`config.mk`:
```
export PLATFORM = sky130hd
export DESIGN_NAME = fetch_unit_flat
export DESIGN_NICKNAME = d
export VERILOG_FILES = /design/src/rtl/fetch_unit_if.sv /design/src/rtl/fetch_unit.sv /design/src/flat_wrapper.sv
export SDC_FILE = /design/constraint.sdc
export NUM_CORES = 1
export LEC_CHECK = 0
export BUFFER_PORTS_ARGS = -buffer_cell sky130_fd_sc_hd__buf_2
export CAP_MARGIN = 20
export CELL_PAD_IN_SITES_DETAIL_PLACEMENT = 0
export CELL_PAD_IN_SITES_GLOBAL_PLACEMENT = 1
export CORE_ASPECT_RATIO = 1.4
export CORE_MARGIN = 2
export CORE_UTILIZATION = 34
export DETAILED_ROUTE_END_ITERATION = 8
export GPL_TIMING_DRIVEN = 1
export PLACE_DENSITY_LB_ADDON = 0.1
export SLEW_MARGIN = 20
export SYNTH_ARGS = -nofsm -noshare
export SYNTH_HDL_FRONTEND = slang
export SYNTH_SLANG_ARGS = --single-unit
```
`constraint.sdc`:
```
create_clock -name CLK -period 3.7 [get_ports CLK]
set_input_delay 0.37 -clock CLK [delete_from_list [all_inputs] [get_ports CLK]]
set_output_delay 0.37 -clock CLK [all_outputs]
set_load 0.1 [all_outputs]
```
`src/rtl/fetch_unit_if.sv`:
```
// fetch_unit_if: imem handshake, control-unit flags and held-instruction bus of the fetch stage.
// Optional RETIRED/STALL_CYCLES signals exist only when FETCH_RETIRE_COUNT_EN is defined.
interface fetch_unit_if;
  logic [31:0] IMEM_READDATA;
  logic        IMEM_BUSYWAIT;
  logic        IMEM_READ;
  logic [31:0] IMEM_ADDRESS;
  logic [31:0] INSTRUCTION;
  logic [31:0] PC;
  logic [31:0] PC_PLUS4;
  logic        JUMP_FLAG;
  logic        BRANCH_FLAG;
  logic        ZERO;
  logic        DMEM_BUSYWAIT;
  logic        COMMIT;
`ifdef FETCH_RETIRE_COUNT_EN
  logic [31:0] RETIRED;
  logic [31:0] STALL_CYCLES;
  modport master (
    input  IMEM_READDATA, IMEM_BUSYWAIT, JUMP_FLAG, BRANCH_FLAG, ZERO, DMEM_BUSYWAIT,
    output IMEM_READ, IMEM_ADDRESS, INSTRUCTION, PC, PC_PLUS4, COMMIT, RETIRED, STALL_CYCLES
  );
  modport slave (
    output IMEM_READDATA, IMEM_BUSYWAIT, JUMP_FLAG, BRANCH_FLAG, ZERO, DMEM_BUSYWAIT,
    input  IMEM_READ, IMEM_ADDRESS, INSTRUCTION, PC, PC_PLUS4, COMMIT, RETIRED, STALL_CYCLES
  );
`else
  modport master (
    input  IMEM_READDATA, IMEM_BUSYWAIT, JUMP_FLAG, BRANCH_FLAG, ZERO, DMEM_BUSYWAIT,
    output IMEM_READ, IMEM_ADDRESS, INSTRUCTION, PC, PC_PLUS4, COMMIT
  );
  modport slave (
    output IMEM_READDATA, IMEM_BUSYWAIT, JUMP_FLAG, BRANCH_FLAG, ZERO, DMEM_BUSYWAIT,
    input  IMEM_READ, IMEM_ADDRESS, INSTRUCTION, PC, PC_PLUS4, COMMIT
  );
`endif
endinterface

```
`src/rtl/fetch_unit.sv`:
```
// fetch_unit: PC sequencing and instruction fetch/hold ahead of the control unit.
// Define FETCH_RETIRE_COUNT_EN to add the RETIRED and STALL_CYCLES counters.
module fetch_unit #(
  parameter logic [31:0] RESET_PC  = 32'h0000_0000,
  parameter logic [31:0] NOP_INSTR = 32'h0600_0000
) (
  input logic          CLK,
  input logic          RESET_N,
  fetch_unit_if.master bus
);
  typedef enum logic [1:0] {S_RESET, S_FETCH, S_EXEC, S_STALL} state_t;
  state_t      r_state, w_next_state;
  logic [31:0] r_pc, r_instr, w_offset, w_next_pc;
  logic        w_taken, w_retire, w_fetch_done;
  always_comb begin
    w_next_state = r_state;
    case (r_state)
      S_RESET: w_next_state = S_FETCH;
      S_FETCH: w_next_state = bus.IMEM_BUSYWAIT ? S_FETCH : S_EXEC;
      default: w_next_state = bus.DMEM_BUSYWAIT ? S_STALL : S_FETCH;
    endcase
  end
  assign w_fetch_done = (r_state == S_FETCH) && !bus.IMEM_BUSYWAIT;
  assign w_retire     = (r_state == S_EXEC || r_state == S_STALL) && !bus.DMEM_BUSYWAIT;
  // undefined (x/z) flags never select the branch target
  assign w_taken   = (bus.JUMP_FLAG === 1'b1) || ((bus.BRANCH_FLAG === 1'b1) && (bus.ZERO === 1'b1));
  assign w_offset  = {{22{r_instr[23]}}, r_instr[23:16], 2'b00};
  assign w_next_pc = w_taken ? bus.PC_PLUS4 + w_offset : bus.PC_PLUS4;
  always_ff @(posedge CLK or negedge RESET_N) begin
    if (!RESET_N) begin
      r_state <= S_RESET;
      r_pc    <= RESET_PC;
      r_instr <= NOP_INSTR;
    end else begin
      r_state <= w_next_state;
      if (w_fetch_done) r_instr <= bus.IMEM_READDATA;
      if (w_retire) r_pc <= w_next_pc;
    end
  end
  assign bus.IMEM_READ    = (r_state == S_FETCH);
  assign bus.IMEM_ADDRESS = r_pc;
  assign bus.INSTRUCTION  = r_instr;
  assign bus.PC           = r_pc;
  assign bus.PC_PLUS4     = r_pc + 32'd4;
  assign bus.COMMIT       = w_retire;
`ifdef FETCH_RETIRE_COUNT_EN
  logic [31:0] r_retired, r_stall_cycles;
  logic        w_stall_edge;
  assign w_stall_edge = (r_state == S_STALL) || ((r_state == S_FETCH) && bus.IMEM_BUSYWAIT);
  always_ff @(posedge CLK or negedge RESET_N) begin
    if (!RESET_N) begin
      r_retired      <= '0;
      r_stall_cycles <= '0;
    end else begin
      if (w_retire) r_retired <= r_retired + 32'd1;
      if (w_stall_edge && r_stall_cycles != '1) r_stall_cycles <= r_stall_cycles + 32'd1;
    end
  end
  assign bus.RETIRED      = r_retired;
  assign bus.STALL_CYCLES = r_stall_cycles;
`endif
endmodule

```
`src/flat_wrapper.sv`:
```
// flat-port wrapper written by rule: the top's interface ports become plain ports
module fetch_unit_flat 
#(
  parameter logic [31:0] RESET_PC  = 32'h0000_0000,
  parameter logic [31:0] NOP_INSTR = 32'h0600_0000
)
  (CLK, RESET_N, bus_IMEM_READDATA, bus_IMEM_BUSYWAIT, bus_JUMP_FLAG, bus_BRANCH_FLAG, bus_ZERO, bus_DMEM_BUSYWAIT, bus_IMEM_READ, bus_IMEM_ADDRESS, bus_INSTRUCTION, bus_PC, bus_PC_PLUS4, bus_COMMIT);
  fetch_unit_if bus_i ();
  input logic CLK;
  input logic RESET_N;
  input wire logic [$bits(bus_i.IMEM_READDATA)-1:0] bus_IMEM_READDATA;
  input wire logic [$bits(bus_i.IMEM_BUSYWAIT)-1:0] bus_IMEM_BUSYWAIT;
  input wire logic [$bits(bus_i.JUMP_FLAG)-1:0] bus_JUMP_FLAG;
  input wire logic [$bits(bus_i.BRANCH_FLAG)-1:0] bus_BRANCH_FLAG;
  input wire logic [$bits(bus_i.ZERO)-1:0] bus_ZERO;
  input wire logic [$bits(bus_i.DMEM_BUSYWAIT)-1:0] bus_DMEM_BUSYWAIT;
  output wire logic [$bits(bus_i.IMEM_READ)-1:0] bus_IMEM_READ;
  output wire logic [$bits(bus_i.IMEM_ADDRESS)-1:0] bus_IMEM_ADDRESS;
  output wire logic [$bits(bus_i.INSTRUCTION)-1:0] bus_INSTRUCTION;
  output wire logic [$bits(bus_i.PC)-1:0] bus_PC;
  output wire logic [$bits(bus_i.PC_PLUS4)-1:0] bus_PC_PLUS4;
  output wire logic [$bits(bus_i.COMMIT)-1:0] bus_COMMIT;
  assign bus_i.IMEM_READDATA = bus_IMEM_READDATA;
  assign bus_i.IMEM_BUSYWAIT = bus_IMEM_BUSYWAIT;
  assign bus_i.JUMP_FLAG = bus_JUMP_FLAG;
  assign bus_i.BRANCH_FLAG = bus_BRANCH_FLAG;
  assign bus_i.ZERO = bus_ZERO;
  assign bus_i.DMEM_BUSYWAIT = bus_DMEM_BUSYWAIT;
  assign bus_IMEM_READ = bus_i.IMEM_READ;
  assign bus_IMEM_ADDRESS = bus_i.IMEM_ADDRESS;
  assign bus_INSTRUCTION = bus_i.INSTRUCTION;
  assign bus_PC = bus_i.PC;
  assign bus_PC_PLUS4 = bus_i.PC_PLUS4;
  assign bus_COMMIT = bus_i.COMMIT;
  fetch_unit #(.RESET_PC(RESET_PC), .NOP_INSTR(NOP_INSTR)) u_core (.CLK(CLK), .RESET_N(RESET_N), .bus(bus_i));
endmodule
```
After elaboration in Yosys (flattened, before gate mapping). Index checks and enable logic that the tools add are counted. W data, S select, Z words.

Word-level logic and storage cells: 23. Input port bits: 39. Output and inout port bits: 130. Register bits after elaboration: 66.

Muxes and demuxes: 4. Eq/ne operators: 6. Reduce and logical (&&, ||, !) cells: 8. Add/sub/neg operators: 2.

Operators with widths (number): $add A32 B3 Y32 const B (1); $add A32 B32 Y32 (1); $mux W32 (1); $eq A2 B2 Y1 const B (2); $mux W2 (2); $pmux W2 S2 (1); $eqx A1 B1 Y1 const B (3); $logic_and A1 B1 Y1 (3); $eq A2 B1 Y1 const B (1); $logic_not A1 Y1 (2); $logic_not A2 Y1 (1); $logic_or A1 B1 Y1 (2).

Depth between registers and ports, before layout. Gate-level depths: netlist of run 1.

Depth after elaboration: 4. Mapped depth: 18. Mapped depth without buffers: 17.

Least setup slack after synthesis of run 1. Ideal clock, no wire load.

Path type: flip-flop to flip-flop. Start point: register u_core.r_pc[2] (netlist: u_core.bus.IMEM_ADDRESS[2]). End point: register u_core.r_pc[31] (netlist: u_core.bus.IMEM_ADDRESS[31]). Stages on the path, launching flop included: 16. Buffers on the path: 0. Slack: -2.388 ns. Clock period less this slack: 6.088 ns. Data arrival time: 5.924 ns. Cells stage by stage: dfrtp_1 ha_1 and4_4 nand2_4 nor3_4 nand3_1 xnor2_1 ha_1 and4_4 a221o_1 a211oi_2 a211oi_1 or2_1 o211ai_2 mux2i_1 xor2_1.

Cells in the longest elaborated chain, start to end: 3.

RTL lines: from (decl) (line fetch_unit.sv:13) `logic [31:0] r_pc, r_instr, w_offset, w_next_pc;`; from (signal assigned) (line fetch_unit.sv:37) `if (w_retire) r_pc <= w_next_pc;`; $add A32 B3 Y32 (line fetch_unit.sv:44) `assign bus.PC_PLUS4 = r_pc + 32'd4;`; named net bus_PC_PLUS4[18] (line flat_wrapper.sv:21) `output wire logic [$bits(bus_i.PC_PLUS4)-1:0] bus_PC_PLUS4;`; $add A32 B32 Y32 (line fetch_unit.sv:28) `assign w_next_pc = w_taken ? bus.PC_PLUS4 + w_offset : bus.PC_PLUS4;`; $mux W32 (line fetch_unit.sv:28).

The timed path passes the listed nets, and every way through them passes these cells. A chain may end at the register's enable or synchronous reset.

Final worst setup path of run 1.
Start point: register u_core.r_pc[2] (netlist: u_core.bus.IMEM_ADDRESS[2]). End point: register u_core.r_pc[31] (netlist: u_core.bus.IMEM_ADDRESS[31]).

Cells in the longest elaborated chain, start to end: 3.

RTL lines (line): $add A32 B3 Y32 (*) (fetch_unit.sv:44); $add A32 B32 Y32 (fetch_unit.sv:28); $mux W32 (*) (fetch_unit.sv:28).

Every way passes the cells marked *; elsewhere a longest branch is shown, timed or not.

==> results of run 1 <==
[sequential cells by signal, summed over array words and instances, names as in the netlist]
signal and count:
u_core.bus.IMEM_ADDRESS 30, u_core.bus.INSTRUCTION 32, u_core.r_state 2
[logic make-up (layout without fill, tap and decap cells)]
family | count (synthesis) | after routing | synth area share (%)
DFF | 64 | 64 | 30.66
buffers and inverters | 70 | 250 | 7.915
AOI/OAI and AO/OA | 155 | 155 | 17.86
adders and majority gates | 37 | 37 | 8.991
xor gates and xnor gates | 53 | 53 | 8.871
muxes | 34 | 34 | 7.293
and+or+nand+nor | 191 | 191 | 18.34
other | 1 | 6 | 0.07167
[critical path: cells and delay by family, from the launching register on]
| kind | cells | cell delay (ps) |
|---|---|---|
| adders and majority gates | 2 | 390 |
| and+or+nand+nor | 5 | 950 |
| buffers and inverters | 2 | 280 |
| xor gates and xnor gates | 2 | 290 |
| muxes | 1 | 240 |
| AOI/OAI and AO/OA | 4 | 930 |
| DFF | 1 | 440 |
[per-layer routing]
layer | track usage (%) | wire length, um | vias up
met1 | 24.50 | 6867 | 2419
met2 | 36.09 | 8507 | 138
li1 | - | - | 2473
met4 | 9.808 | 519 | 0
met5 | 0 | 0 | -
met3 | 3.356 | 674 | 32
[final cells by class]
cell class	instances	area, um^2
sequential	64	1644
fill	1458	7792
timing repair buffer	223	1285
clock inverter	7	102.6
multi-input combinational	476	3722
inverter	11	41.29
clock buffer	9	225.2
tap	192	240.2
[metrics by stage]
stage | hold WS, ps | setup slack [ps] | TNS, ps | utilization, % | cells
3_3_place_gp | 481.8 | 10.77 | 0 | 45.03 | 960
3_5_place_dp | 491.3 | -94.86 | -94.86 | 45.03 | 960
4_1_cts | 115.9 | 20.52 | 0 | 47.26 | 977
5_1_grt | 151.9 | -168.1 | -213.1 | 48.23 | 982
6_report | 90.32 | 99.77 | 0 | 48.23 | 982
2_1_floorplan | 74.41 | -744.0 | -10370 | - | 610
[layout by cell type (no fill, tap or decap), drive strengths merged, types with 4 or more instances in the layout]
| cell type | Yosys | layout |
|---|---|---|
| a211oi | 4 | 4 |
| a21o | 10 | 10 |
| a21oi | 64 | 64 |
| a31oi | 8 | 8 |
| and3 | 6 | 6 |
| and4 | 6 | 6 |
| buf | 43 | 223 |
| clkbuf | 16 | 9 |
| conb | 1 | 6 |
| dfrtp | 62 | 62 |
| ha | 36 | 36 |
| inv | 11 | 13 |
| mux2 | 33 | 33 |
| nand2 | 60 | 60 |
| nand2b | 6 | 6 |
| nand3 | 24 | 24 |
| nand4 | 7 | 7 |
| nor2 | 54 | 54 |
| nor2b | 6 | 6 |
| nor3 | 8 | 8 |
| o211ai | 7 | 7 |
| o21ai | 33 | 33 |
| o21bai | 5 | 5 |
| o22ai | 6 | 6 |
| xnor2 | 35 | 35 |
| xor2 | 18 | 18 |
[worst paths after layout]
check | cells past startpoint | from | endpoint | slack [ps]
worst max-delay path | 16 | u_core.bus.IMEM_ADDRESS[2]$_DFFE_PN0P_ | u_core.bus.IMEM_ADDRESS[31]$_DFFE_PN0P_ | 100
worst min register to register | 1 | u_core.bus.INSTRUCTION[30]$_DFFE_PN0P_ | u_core.bus.INSTRUCTION[30]$_DFFE_PN0P_ | 500
worst max register to register | 16 | u_core.bus.IMEM_ADDRESS[2]$_DFFE_PN0P_ | u_core.bus.IMEM_ADDRESS[31]$_DFFE_PN0P_ | 100
min in group CLK | 3 | bus_DMEM_BUSYWAIT | u_core.r_state[1]$_DFF_PN0_ | 240
max in group asynchronous | 2 | RESET_N | u_core.bus.IMEM_ADDRESS[9]$_DFFE_PN0P_ | 2920
worst min-delay path | 1 | RESET_N | u_core.bus.INSTRUCTION[8]$_DFFE_PN0P_ | 90
[repair_timing]
item	4_1_cts	5_1_grt
endpoints found under the hold margin	0	0
endpoints found under the setup margin	1	7
gates cloned	0	0
gates resized for setup	0	20
pin swaps	1	12
buffers inserted	1	5
==> summary.txt, run 1 <==
Global routing
  • Global Route Usage Sum: 20.67%
  • First-pass GRT wire length: 25,850 um
  • Via count of the first global-routing pass: 5,117
  • Gr ovfl total: 0
  • Largest net degree at the start of global routing: 36
  • Initial antenna violation count: 0

Critical path
  • Critical path class: reg2reg
  • Crit start category: flop
  • Critical Path Sink Type: flop
  • CP max FO: 5
  • CP Data Arrival Time: 3870 ps
  • Critical-path cell list: ha_4 -> and4_4 -> nand2_4 -> nor3_4 -> buf_6 -> buf_4 -> xnor2_2 -> ha_4 -> and4_4 -> a221o_1 -> a211oi_2 -> a211oi_2 -> or2_1 -> o211ai_2 -> mux2i_1 -> xor2_1
  • Critical path data required time: 3970 ps
  • Worst path slowest cell: dfrtp_4
  • Max incr delay on CP: 440 ps

Clock tree
  • TritonCTS buffer count: 9
  • Root Buffer Master: clkbuf_16
  • Post-cts hold buffer count: 0
  • Clock H-tree levels: 3
  • Clock Pin Slew Worst Setup and Hold Paths: 60 ps
  • CTS tree: built
  • Clk Latency, worst-skew pair: 350 ps
  • TritonCTS Sinks: 64
  • Maximum root-to-sink buffer count: 2

Cells and area
  • Design area: 7261 um^2
  • Share of layout cells above drive strength 1: 44.56%
  • Diode count: 0
  • P&R area growth vs syn: 38.76%
  • Nets@finish: 861

Synth
  • Cells after Synth: 605
  • Post-synth top cells: a21oi_1, dfrtp_1, nand2_1
  • Cell variety after synth: 69
  • Synth top area share: 29.65%
  • Area leader, netlist: dfrtp_1
  • Mean Syn Cell Area: 8.649 um^2
  • Largest cells by area after synthesis: dfrtp_1, ha_1, mux2_2, a21oi_1, xnor2_1
  • Netlist Area Pre-Place: 5233 um^2
  • Yosys warnings: 0
  • Number of synthesized flops with an enable pin: 0
  • Primary FF master, synth: dfrtp_1
  • Sequential fraction of the synthesis area: 30.66%
  • Most frequent cell after synthesis: a21oi_1
  • Async set-reset flop share out of synthesis: 100.0%
  • Synth Register Bits: 64

Floorplanning
  • IO Pins: 169
  • Initial core utilization: 34.76%
  • Number of cell rows: 53
  • Overall die width: 108.8 um
  • Total core area: 15,050 um^2
  • DIE HEIGHT: 150.8 um
  • Die ar.: 16,410 um^2

Detailed routing
  • TritonRoute pass-1 iters: 4
  • Via count: 5,062
  • ANT nets after route: 0
  • Drc violations: 0
  • Per-cell routed wire length: 16.87 um
  • Total Wirelength: 16,570 um
  • Drt initial violations: 143
  • Vias per std cell: 5.155

Outcome
  • Status: finished clean

Hold path
  • Min-delay worst type: in2async

Placement
  • DP Wirelength: 12,840 um
  • Post-DP Area: 6779 um^2
  • # port buffers: 162
  • Placer Congestion: 0.8885

STA
  • Fmax: 0.2778 GHz
  • Slew margin rel.: 44.76%
  • Final number of hold-violating endpoints: 0
  • Final setup fails: 0
  • Max Clock Skew: 8.761 ps
  • Actual slew at the worst max-slew pin: 828.6 ps
  • RSZ-0062 raised after global routing: yes
  • Post-layout min period: 3600 ps
  • Post-route clock period utilization: 97.30%
  • Pins over their slew limit: 0

Job
  • Max-Cap Viols: 0
Power of run 1 is not shown: default switching activity piles up to over one toggle a cycle in this logic, so the estimate is an artifact.
==> run 2: changes to the inputs <==
- CAP_MARGIN: 20 -> not set
- CORE_UTILIZATION: 34 -> 35
- CTS_BUF_LIST: not set -> sky130_fd_sc_hd__clkbuf_2 sky130_fd_sc_hd__clkbuf_4 sky130_fd_sc_hd__clkbuf_8
==> run 2 against run 1 <==
Compared with the run above:
- utilization rose by 2.2 points
- register-to-register slack got worse by 30 ps
- critical endpoint unchanged
- highest routed layer unchanged
- via count increased by 1.1%
- non-clock buffer count grew 7
==> summary.txt, run 2 (synthesized netlist as in run 1, its figures left out) <==
Outcome
  • Status: finished clean

Critical path
  • Critical Path Sink Type: flop
  • Critical-path cell list: ha_4 -> and4_4 -> nand2_4 -> nor3_4 -> buf_6 -> nand3_4 -> xnor2_4 -> ha_4 -> and4_4 -> a221o_1 -> a211oi_4 -> a211oi_2 -> or2_1 -> o211ai_2 -> mux2i_1 -> xor2_1
  • Crit start category: flop
  • CP Data Arrival Time: 3920 ps (+50 ps)
  • Crit path buf inv count: 1 (-1)
  • Reg2reg path depth: 16 (unchanged)
  • Critical path data required time: 3990 ps (+20 ps)
  • Top delay family on crit path: simple AND/OR/NAND/NOR gates
  • Reg-to-reg endpoint: u_core.bus.IMEM_ADDRESS[31]$_DFFE_PN0P_
  • Critical path class: reg2reg
  • Critical R2R Launch: u_core.bus.IMEM_ADDRESS[3]$_DFFE_PN0P_
  • Worst path slowest cell: dfrtp_4
  • CP max FO: 4 (-1)
  • Reg2Reg Setup Slack: 70 ps (-30 ps)
  • Max incr delay on CP: 440 ps (about the same)

Clock tree
  • TritonCTS Sinks: 64 (unchanged)
  • TritonCTS buffer count: 9 (unchanged)
  • Root Buffer Master: clkbuf_8
  • CTS tree: built
  • Clock H-tree levels: 3 (unchanged)
  • Clk Latency, worst-skew pair: 360 ps (about the same)
  • Clock Pin Slew Worst Setup and Hold Paths: 90 ps (+30 ps)
  • Maximum root-to-sink buffer count: 2 (unchanged)

STA
  • Hold_ws: 70.54 ps (-19.78 ps)
  • RSZ-0062 raised after global routing: yes
  • Final number of hold-violating endpoints: 0 (unchanged)
  • Final setup fails: 0 (unchanged)
  • Post-layout min period: 3635 ps (+34.35 ps)
  • Slew margin rel.: 36.59% (-8.2 points)
  • Pins over their slew limit: 0 (unchanged)
  • Max Clock Skew: 10.71 ps (+1.947 ps)
  • Fmax: 0.2751 GHz (-0.95%)
  • Actual slew at the worst max-slew pin: 951.1 ps (+122.5 ps)
  • Post-route clock period utilization: 98.23% (+0.93 points)

Detailed routing
  • ANT nets after route: 0 (unchanged)
  • Via count: 5,116 (+1.1%)
  • Vias per std cell: 5.189 (+0.66%)
  • Total Wirelength: 17,270 um (+4.2%)
  • Per-cell routed wire length: 17.51 um (+3.8%)
  • Drt initial violations: 177 (+24%)
  • TritonRoute pass-1 iters: 4 (unchanged)
  • Drc violations: 0 (unchanged)

Cells and area
  • Nets@finish: 868 (+0.81%)
  • Most frequent cells in the layout: buf_2, buf_4, a21oi_1
  • Fin cells: 986 (+0.41%)
  • Most common cell after layout, fill and taps aside: buf_2
  • P&R area growth vs syn: 39.96%
  • Area occupied by multi-input gates: 3811 um^2 (+2.4%)
  • Fill count: 1,403 (-3.8%)
  • Diode count: 0 (unchanged)
  • Fin util: 50.47% (+2.2 points)
  • Share of layout cells above drive strength 1: 46.42% (+1.9 points)
  • FF/Latch Area: 1644 um^2 (unchanged)
  • Flip-flop count of the largest register after layout: 32 (unchanged)

Global routing
  • Initial antenna violation count: 0 (unchanged)
  • Via count of the first global-routing pass: 5,091 (-0.51%)
  • Global Route Usage Sum: 21.80% (+1.1 points)
  • Largest net degree at the start of global routing: 37 (+2.8%)
  • First-pass GRT wire length: 27,090 um (+4.8%)
  • Gr ovfl total: 0 (unchanged)

Placement
  • Cells after DPL: 962 (+0.21%)
  • # port buffers: 162 (unchanged)
  • DP Wirelength: 13,200 um (+2.8%)
  • Placer Congestion: 0.9311 (+4.8%)

Floorplanning
  • DIE HEIGHT: 148.7 um (-1.4%)
  • Die ar.: 15,960 um^2 (-2.8%)
  • Total core area: 14,510 um^2 (-3.6%)
  • Initial core utilization: 36.06% (+1.3 points)
  • Number of cell rows: 52 (-1.9%)
  • IO Pins: 169 (unchanged)
  • Overall die width: 107.3 um (-1.4%)

Job
  • Max-Cap Viols: 0 (unchanged)

Hold path
  • Min-delay worst type: in2async
## run 2: cell types whose count changed in the layout (fill, tap and decap cells not counted), sizes merged
cell / delta
clkinv: -1
buf: +7
inv: +1
clkinvlp: -1
bufinv: +1
## run 2: how the worst max path moves through the flow
stage	to	start	cells after the start
floorplan	u_core.bus.IMEM_ADDRESS[31]$_DFFE_PN0P_	u_core.bus.IMEM_ADDRESS[2]$_DFFE_PN0P_	15
global placement	u_core.bus.IMEM_ADDRESS[31]$_DFFE_PN0P_	u_core.bus.IMEM_ADDRESS[3]$_DFFE_PN0P_	15
detailed placement	u_core.bus.IMEM_ADDRESS[31]$_DFFE_PN0P_	u_core.bus.IMEM_ADDRESS[3]$_DFFE_PN0P_	18
CTS	u_core.bus.IMEM_ADDRESS[31]$_DFFE_PN0P_	u_core.bus.IMEM_ADDRESS[3]$_DFFE_PN0P_	18
global route	u_core.bus.IMEM_ADDRESS[31]$_DFFE_PN0P_	u_core.bus.IMEM_ADDRESS[2]$_DFFE_PN0P_	16
finish	u_core.bus.IMEM_ADDRESS[31]$_DFFE_PN0P_	u_core.bus.IMEM_ADDRESS[3]$_DFFE_PN0P_	16
## run 2: what timing repair did
| item | 4_1_cts | 5_1_grt |
|---|---|---|
| endpoints found under the setup margin | 1 | 8 |
| pin swaps | 1 | 12 |
| hold buffers | 0 | 0 |
| gates resized for setup | 0 | 39 |
| setup buffers | 0 | 9 |
## run 2: final cells by class
type / instances / area share, %
Sequential cell: 64 / 22.45
Multi-Input combinational cell: 476 / 52.04
Tap cell: 189 / 3.229
Inverter: 11 / 0.5638
Clock inverter: 7 / 1.709
Timing Repair Buffer: 230 / 18.32
Clock buffer: 9 / 1.691
## run 2: routing by layer
metal  up-vias  global-route usage [%]  wire, um
met1      2472                   25.33      7033
met5         -                       0         0
met4         0                   7.308       360
li1       2489                       -         -
met3        22                   3.243       695
met2       133                   40.41      9180
## run 2: through the flow
step	instance area, um^2	setup TNS, ps	setup slack (ps)
4_1_cts	7062	0	2.030
2_1_floorplan	5664	-10370	-744.0
5_1_grt	7323	-180.2	-147.5
3_3_place_gp	6813	0	62.05
3_5_place_dp	6813	-35.44	-35.44
6_report	7323	0	65.42
Power of run 2 is left out for the same reason.
